==> src/rtl/uart_tx_fifo.sv <==
// Buffered UART transmitter: write FIFO feeding a back-to-back frame serialiser.
// Data width, parity mode and stop-bit count are set by parameters.
module uart_tx_fifo #(
  parameter int CLK_DIV    = 10417,
  parameter int DATA_BITS  = 8,
  parameter int PARITY     = 0,
  parameter int STOP_BITS  = 1,
  parameter int FIFO_DEPTH = 16
) (
  input  logic                          CLK,
  input  logic                          RST,
  input  logic                          WR_EN,
  input  logic [DATA_BITS-1:0]          WR_DATA,
  output logic                          FULL,
  output logic                          EMPTY,
  output logic [$clog2(FIFO_DEPTH):0]   COUNT,
  output logic                          OVERFLOW,
  output logic                          BUSY,
  output logic                          UART_TX
);

  localparam int AW = $clog2(FIFO_DEPTH);
  localparam int TW = $clog2(CLK_DIV);

  localparam logic [2:0] S_IDLE   = 3'd0;
  localparam logic [2:0] S_START  = 3'd1;
  localparam logic [2:0] S_DATA   = 3'd2;
  localparam logic [2:0] S_PARITY = 3'd3;
  localparam logic [2:0] S_STOP   = 3'd4;

  if (CLK_DIV < 2 || DATA_BITS < 5 || DATA_BITS > 8 ||
      PARITY < 0 || PARITY > 2 ||
      (STOP_BITS != 1 && STOP_BITS != 2) ||
      FIFO_DEPTH < 2 ||
      (FIFO_DEPTH & (FIFO_DEPTH - 1)) != 0) begin : g_bad_params
    $error("uart_tx_fifo: illegal parameter set");
  end

  logic [DATA_BITS-1:0] mem [FIFO_DEPTH];
  logic [AW-1:0]        wr_ptr;
  logic [AW-1:0]        rd_ptr;
  logic [AW:0]          count;
  logic                 push;
  logic                 pop;
  logic                 head_vld;
  logic [DATA_BITS-1:0] head;

  logic [2:0]           state;
  logic [TW-1:0]        timer;
  logic [2:0]           bit_idx;
  logic                 stop_cnt;
  logic [DATA_BITS-1:0] shreg;
  logic                 par_q;
  logic                 tick;
  logic                 last_stop;

  assign FULL  = count == (AW+1)'(FIFO_DEPTH);
  assign EMPTY = count == '0;
  assign COUNT = count;
  assign BUSY  = state != S_IDLE;
  assign head  = mem[rd_ptr];
  assign push  = WR_EN && !FULL;

  assign tick      = timer == TW'(CLK_DIV - 1);
  assign last_stop = (state == S_STOP) && tick &&
                     ((STOP_BITS == 1) || stop_cnt);
  // IDLE launches one cycle after the entry lands; STOP chains immediately
  assign pop = !EMPTY &&
               (((state == S_IDLE) && head_vld) || last_stop);

  always_ff @(posedge CLK) begin
    if (push) mem[wr_ptr] <= WR_DATA;
  end

  always_ff @(posedge CLK) begin
    if (RST) begin
      wr_ptr   <= '0;
      rd_ptr   <= '0;
      count    <= '0;
      OVERFLOW <= 1'b0;
      head_vld <= 1'b0;
    end else begin
      if (push) wr_ptr <= wr_ptr + 1'b1;
      if (pop)  rd_ptr <= rd_ptr + 1'b1;
      if (push && !pop)      count <= count + 1'b1;
      else if (!push && pop) count <= count - 1'b1;
      if (WR_EN && FULL) OVERFLOW <= 1'b1;
      head_vld <= !EMPTY;
    end
  end

  always_ff @(posedge CLK) begin
    if (RST) begin
      state    <= S_IDLE;
      timer    <= '0;
      bit_idx  <= '0;
      stop_cnt <= 1'b0;
      shreg    <= '0;
      par_q    <= 1'b0;
      UART_TX  <= 1'b1;
    end else begin
      timer <= (tick || state == S_IDLE) ? '0 : timer + 1'b1;
      unique case (state)
        S_IDLE: UART_TX <= 1'b1;
        S_START: if (tick) begin
          state   <= S_DATA;
          bit_idx <= '0;
          UART_TX <= shreg[0];
        end
        S_DATA: if (tick) begin
          if (bit_idx == 3'(DATA_BITS - 1)) begin
            if (PARITY != 0) begin
              state   <= S_PARITY;
              UART_TX <= par_q;
            end else begin
              state    <= S_STOP;
              stop_cnt <= 1'b0;
              UART_TX  <= 1'b1;
            end
          end else begin
            bit_idx <= bit_idx + 1'b1;
            shreg   <= shreg >> 1;
            UART_TX <= shreg[1];
          end
        end
        S_PARITY: if (tick) begin
          state    <= S_STOP;
          stop_cnt <= 1'b0;
          UART_TX  <= 1'b1;
        end
        S_STOP: if (tick) begin
          if (last_stop) begin
            state   <= S_IDLE;
            UART_TX <= 1'b1;
          end else begin
            stop_cnt <= 1'b1;
          end
        end
        default: begin
          state   <= S_IDLE;
          UART_TX <= 1'b1;
        end
      endcase
      // a pop always launches a fresh frame, overriding the case above
      if (pop) begin
        shreg   <= head;
        par_q   <= (^head) ^ (PARITY == 1);
        state   <= S_START;
        UART_TX <= 1'b0;
      end
    end
  end

endmodule

==> config.mk <==
export PLATFORM = sky130hd
export DESIGN_NAME = uart_tx_fifo
export DESIGN_NICKNAME = d
export VERILOG_FILES = /design/src/rtl/uart_tx_fifo.sv
export SDC_FILE = /design/constraint.sdc
export NUM_CORES = 1
export LEC_CHECK = 0
export ABC_AREA = 1
export CAP_MARGIN = 20
export CELL_PAD_IN_SITES_DETAIL_PLACEMENT = 0
export CELL_PAD_IN_SITES_GLOBAL_PLACEMENT = 1
export CORE_MARGIN = 4
export CORE_UTILIZATION = 52
export CTS_BUF_LIST = sky130_fd_sc_hd__clkbuf_8 sky130_fd_sc_hd__clkbuf_16
export CTS_CLUSTER_SIZE = 25
export DETAILED_ROUTE_END_ITERATION = 8
export PLACE_DENSITY_LB_ADDON = 0.1
export RECOVER_POWER = 25
export SYNTH_ARGS = -nofsm -noshare
export SYNTH_HDL_FRONTEND = slang
export SYNTH_SLANG_ARGS = --single-unit
==> constraint.sdc <==
create_clock -name CLK -period 3.7 [get_ports CLK]
set_clock_uncertainty 0.1 [all_clocks]
set_input_delay 0.37 -clock CLK [delete_from_list [all_inputs] [get_ports CLK]]
set_output_delay 0.37 -clock CLK [all_outputs]
set_load 0.05 [all_outputs]
==> summary.txt, run 1 <==
VDD IR max: 0.000476 V
Slowest cell on crit path: dfxtp_1
Combinational Power Share: 29.5%
Hold Slack: 0.379 ns
largest family of logic cells by synthesized area: simple AND/OR/NAND/NOR gates
endpoint class of the critical path: flip-flop
synthesis-to-layout area growth: 11.7%
Yosys warning count: 0
final instance area: 0.00896 mm²
RSZ-0062 raised after global routing: no
min Tclk post-route: 2.81 ns
Syn Inst Count: 857
first-pass GRT wire length: 27000 µm
setup TNS: 0 ns
cell chain of the critical path: inv_1 > ha_1 > nand3_1 > nor2_2 > nand3_2 > nand2_2 > nand2_4 > ha_1 > inv_1 > ha_1 > a21oi_1 > nor2_1 > o21ai_0 > nand3_1 > o21ai_0 > a21oi_1
H-tree Lvls: 4
total clock buffers created by CTS: 17
largest net degree at the start of global routing: 65
port buffer count: 20
mux contribution to synthesized area: 0%
critical path type: flip-flop to flip-flop
Max stage delay on crit path: 0.40 ns
crit path max fanout: 24
max-slew violation count: 0
achievable clock frequency: 356 MHz
TritonCTS clock tree: yes
Core Footprint: 0.0151 mm²
Leakage Power: 3.68 nW
power per cell area: 673 mW/mm²
Clock Latency Late Sink: 0.42 ns
max cap viols: 0
Sw Ratio: 34.4%
ratio of cells with drive above 1 in the final layout: 8.03%
Post-synth EDFFs: 128
most used cell, CP: ha_1
Chip Height: 132 µm
Critical Path RT: 3.91 ns
Avg Cell Area, Syn: 9.36 µm²
register area share after synthesis: 59.9%
CP bufs+invs: 2
CTS resizes: 0
Post-CTS Setup Bufs: 0
TritonRoute pass-1 iters: 6
Post-CTS Hold Fix Bufs: 0
Final Total Pwr: 6.03 mW
clock share of power: 31.5%
crit path launch type: flip-flop
Syn Std Cell Area: 0.00802 mm²
overflow left after global routing: 0
final net count: 897
most frequently used flop master after synthesis: edfxtp_1
Site Rows: 45
DP HPWL: 11000 µm
HP Class: flip-flop to flip-flop
Clock transition at path regs: 0.07 ns
GP Congestion: 0.819
Die ar.: 0.0175 mm²
Via density: 5.20
actual slew at the worst max-slew pin: 0.962 ns
Synth Net Count: 883
Iter 0 DRT Violations: 358
post-route ant nets: 0
total number of vias: 5575
Final period util: 75.9%
# diodes: 0
Reg power frac: 39.0%
post-synthesis compound-gate area fraction: 4.40%
Hold Vio Cnt, Final: 0
Routed WL per cell: 15.7 µm
GRT Util Overall: 19.6%
worst slew margin relative to its limit: 35.8%
initial antenna violation count: 0
xor/xnor share of the synthesized area: 0.983%
ys async rst share: 0%
chip width: 132 µm
vias in the first global route: 5356
count of different cell masters after synthesis: 41
Setup-failing EPs final: 0
post-synthesis simple-gate area fraction: 23.0%
#FFs+latches synth: 176
status: completed
placed cell area: 0.00833 mm²
family with the most delay on the worst path: adder cells
worst-case clock buffer depth: 2
Arrival @ worst endpoint: 3.02 ns
Starting Density: 52.9%
Adder-Cell Fraction of Synth Area: 2.43%
Total Wirelength: 16800 µm
num ports: 21
internal power: 3.96 mW
Residual DRC: 0
Net Switching: 2.07 mW
CTS root buffer: clkbuf_16
Sink Count: 176
-- final timing paths --
kind             from        to  slack, ns  cells after the start
max          timer[0]  COUNT[4]       0.89                     16
min          OVERFLOW  OVERFLOW       0.38                      2
max reg2reg  timer[0]  COUNT[4]       0.89                     16
min reg2reg  OVERFLOW  OVERFLOW       0.38                      2
-- state kept, by name (all words and copies together) (netlist names), named ones only --
| signal | flops |
|---|---|
| COUNT | 5 |
| OVERFLOW | 1 |
| UART_TX | 1 |
| bit_idx | 3 |
| head_vld | 1 |
| mem | 128 |
| rd_ptr | 4 |
| shreg | 8 |
| state | 3 |
| timer | 14 |
| wr_ptr | 4 |
-- kinds of logic (layout without fill, tap and decap cells) --
group,Yosys count,count (layout)
compound gates,63,63
xor+xnor,9,9
flops,176,176
fa+ha+maj,15,15
simple gates,414,414
buf+inv,180,207
-- worst min-delay path, cell delays in order, from the launching register on --
cell	delay (ns)
dfxtp_1	0.33
a21oi_1	0.04
nor2_1	0.07
-- per-layer routing --
metal  track usage [%]  up-vias  routed length (µm)
met5                 0        -                   0
met4              7.10        0                 279
met3              3.85       24                 608
met2              33.7      123                8470
met1              24.8     2631                7470
li1                  -     2797                   -
-- Yosys cell counts, types with 3 or more instances --
| cell type | instances | area (µm²) |
|---|---|---|
| edfxtp_1 | 128 | 3840 |
| nor2_1 | 40 | 150 |
| buf_6 | 4 | 45.0 |
| nand3_1 | 124 | 621 |
| ha_1 | 14 | 175 |
| a21oi_2 | 4 | 35.0 |
| nand2_2 | 5 | 31.3 |
| dfxtp_1 | 48 | 961 |
| o21ai_0 | 18 | 90.1 |
| buf_4 | 3 | 22.5 |
| buf_2 | 15 | 75.1 |
| nand2_1 | 219 | 822 |
| xor2_1 | 6 | 52.6 |
| xnor2_1 | 3 | 26.3 |
| inv_2 | 3 | 11.3 |
| nand3_2 | 3 | 30.0 |
| o21a_1 | 3 | 22.5 |
| a21oi_1 | 31 | 155 |
| inv_1 | 142 | 533 |
| nor3_1 | 3 | 15.0 |
| clkbuf_1 | 9 | 33.8 |
| nor2_2 | 4 | 25.0 |
| nand4_1 | 5 | 31.3 |
-- metrics by stage --
step                setup WS, ns  util (%)  std cells
CTS                        0.902      59.2       1072
floorplan                  0.332         -        857
detailed placement         0.907      55.0       1040
global placement           0.995      55.0       1040
global route               0.648      59.2       1072
finish                     0.893      59.2       1072
-- cells in the final DEF (no fill, tap or decap), types with 2 or more instances in the layout --
| master | instances |
|---|---|
| nor3_2 | 2 |
| edfxtp_1 | 128 |
| xnor2_1 | 3 |
| o21a_1 | 3 |
| inv_2 | 3 |
| clkinvlp_4 | 5 |
| a21oi_1 | 31 |
| xor2_1 | 6 |
| nor3_1 | 3 |
| nand2_2 | 5 |
| ha_1 | 14 |
| nand3_1 | 124 |
| dfxtp_1 | 47 |
| nand4_1 | 5 |
| nand3_2 | 3 |
| o21bai_1 | 2 |
| nor2_1 | 40 |
| nand2_1 | 219 |
| inv_1 | 142 |
| clkbuf_16 | 17 |
| dlygate4sd3_1 | 5 |
| bufinv_16 | 4 |
| o21ai_1 | 2 |
| buf_4 | 8 |
| clkinv_2 | 3 |
| o21ai_0 | 18 |
| nor2_2 | 4 |
| clkdlybuf4s50_1 | 15 |
| a21oi_2 | 4 |
| o21ai_2 | 2 |
-- cell type report --
| type | count | area [µm²] |
|---|---|---|
| fillers | 1278 | 6190 |
| flip-flops and latches | 176 | 4810 |
| multi-input cells | 501 | 2470 |
| inverters | 147 | 556 |
| clock buffers | 18 | 439 |
| repair buffers | 28 | 260 |
| well taps | 188 | 235 |
| clock inverters | 14 | 189 |
-- power by group through the flow --
stage	combinational, mW	sequential [mW]	clock [mW]
after CTS	1.79	2.35	1.92
final	1.78	2.35	1.90
after floorplan	1.25	2.47	0
after detailed placement	1.78	2.39	0
after global placement	1.75	2.38	0
after global routing	1.98	2.37	2.02
Note: power is estimated with default switching activity, not from simulation.
==> inputs of run 2 (changes only) <==
--- a/config.mk
+++ b/config.mk
@@ -10,7 +10,7 @@
 export CELL_PAD_IN_SITES_DETAIL_PLACEMENT = 0
 export CELL_PAD_IN_SITES_GLOBAL_PLACEMENT = 1
 export CORE_MARGIN = 4
-export CORE_UTILIZATION = 52
+export CORE_UTILIZATION = 48
 export CTS_BUF_LIST = sky130_fd_sc_hd__clkbuf_8 sky130_fd_sc_hd__clkbuf_16
 export CTS_CLUSTER_SIZE = 25
 export DETAILED_ROUTE_END_ITERATION = 8
==> constraint.sdc (replaced) <==
create_clock -name CLK -period 2.7 [get_ports CLK]
set_clock_uncertainty 0.1 [all_clocks]
set_input_delay 0.27 -clock CLK [delete_from_list [all_inputs] [get_ports CLK]]
set_output_delay 0.27 -clock CLK [all_outputs]
set_load 0.05 [all_outputs]
==> run 2 against run 1 <==
  * Utilization fell by 2.5 points
  * Critical path type unchanged
  * Wire length rose by 4.7%
  * Power rose by 36%
  * Global-route usage rose by 0.39 points
==> summary.txt, run 2 (synthesis gave the netlist of run 1 again) <==
Largest regs: mem: 128 flops, timer: 14 flops, shreg: 8 flops
GRT Util Overall: 20.0%
Setup WS post-layout: 0.216 ns
crit path launch type: flip-flop
met3 wire length: 905 µm
H-tree Lvls: 4
Starting Density: 49.8%
VDD IR max: 0.000665 V
met2 routed WL: 8330 µm
CTS root buffer: clkbuf_16
setup TNS: 0 ns
instance count on the critical path: 16
Hold Slack: 0.378 ns
post-route insts no fill: 1121
family with the most delay on the worst path: simple AND/OR/NAND/NOR gates
dpl ws: 0.126 ns
RR Startpoint: timer[0]
Setup-failing EPs final: 0
multi-input combinational cell area: 0.00249 mm²
Post-CTS Hold Fix Bufs: 0
num ports: 21
most common cell after layout, fill and taps aside: nand2_1
clock share of power: 29.2%
RSZ-0062 raised after global routing: no
Slowest cell on crit path: dfxtp_1
Clock Latency Late Sink: 0.43 ns
Core Footprint: 0.0161 mm²
HP Class: flip-flop to flip-flop
Reg2Reg Depth: 16
Hold Crit Depth: 2
Clock transition at path regs: 0.07 ns
most frequent cells in the layout: 219 x nand2_1, 139 x inv_1, 128 x edfxtp_1
final instance area: 0.00912 mm²
Largest register FFs: 128
vias in the first global route: 5268
Critical Path RT: 2.92 ns
Site Rows: 46
initial antenna violation count: 0
achievable clock frequency: 403 MHz
worst slew margin relative to its limit: 41.4%
fill cell total of the finished layout: 1464
worst-case clock buffer depth: 2
Hold Crit Start: OVERFLOW
internal power: 5.22 mW
first-pass GRT wire length: 28300 µm
endpoint class of the critical path: flip-flop
Max stage delay on crit path: 0.34 ns
Combinational Power Share: 30.9%
Sw Ratio: 36.2%
status: completed
Sink Count: 176
actual slew at the worst max-slew pin: 0.876 ns
power per cell area: 896 mW/mm²
cell chain of the critical path: inv_1 > ha_1 > nand3_1 > nor2_2 > nand3_2 > nand2_2 > nand2_4 > ha_2 > inv_2 > ha_1 > a21oi_1 > nor2_1 > o21ai_1 > nand3_1 > o21ai_0 > a21oi_1
Residual DRC: 0
final net count: 918
Final Total Pwr: 8.17 mW
max-slew violation count: 0
met1 WL: 8230 µm
TritonRoute pass-1 iters: 5
Post-CTS Setup Bufs: 0
GP Congestion: 0.841
Reg power frac: 39.9%
Arrival @ worst endpoint: 2.70 ns
placed cell area: 0.00855 mm²
Hold Vio Cnt, Final: 0
synthesis-to-layout area growth: 13.8%
min Tclk post-route: 2.48 ns
Top Metal Used: met4
overflow left after global routing: 0
Die ar.: 0.0188 mm²
Chip Height: 137 µm
Leakage Power: 3.77 nW
CP bufs+invs: 2
crit path max fanout: 5
post-route ant nets: 0
Via density: 5.01
TritonCTS clock tree: yes
Reg area: 0.00482 mm²
Critical Path Start: timer[0]
Total Wirelength: 17600 µm
# diodes: 0
Iter 0 DRT Violations: 413
largest register by flop count: mem
port buffer count: 20
critical path type: flip-flop to flip-flop
Util after Layout: 56.6%
Net Switching: 2.96 mW
Routed WL per cell: 15.7 µm
ratio of cells with drive above 1 in the final layout: 11.4%
max cap viols: 0
Final period util: 92.0%
DP HPWL: 11500 µm
total number of vias: 5621
chip width: 137 µm
total clock buffers created by CTS: 17
largest net degree at the start of global routing: 33
Cells after DPL: 1089
run 2: final timing paths:
| path | end | slack (ns) |
|---|---|---|
| worst max register to register | COUNT[4] | 0.22 |
| worst max-delay path | COUNT[4] | 0.22 |
| worst min-delay path | OVERFLOW | 0.38 |
| worst min register to register | OVERFLOW | 0.38 |
run 2: power groups by stage:
stage | Combinational, mW | Clock [mW] | Sequential, mW
floorplan | 1.73 | 0 | 3.40
global placement | 2.50 | 0 | 3.32
detailed placement | 2.52 | 0 | 3.33
CTS | 2.54 | 2.43 | 3.27
global route | 2.84 | 2.54 | 3.29
finish | 2.52 | 2.39 | 3.26
run 2: timing repair:
action                     CTS  global route
setup endpoints to repair    0             1
hold endpoints to repair     0             0
gates resized for setup      0             3
run 2: final cells by class:
class	instances	share of cell area, %
Tap cell	216	2.96
Clock inverter	15	1.60
Clock buffer	17	4.66
Sequential cell	176	52.8
Multi-Input combinational cell	501	27.3
Inverter	147	6.09
Timing Repair Buffer	49	4.58
run 2: tightest hold or removal path, cell delays in order (launching register included):
cell and delay (ns):
dfxtp_1 0.33, a21oi_1 0.04, nor2_1 0.07
run 2: layer usage:
metal | global-route usage, % | vias to the layer above
li1 | - | 2852
met1 | 28.6 | 2635
met2 | 31.8 | 125
met3 | 3.65 | 9
met4 | 4.99 | 0
met5 | 0 | -
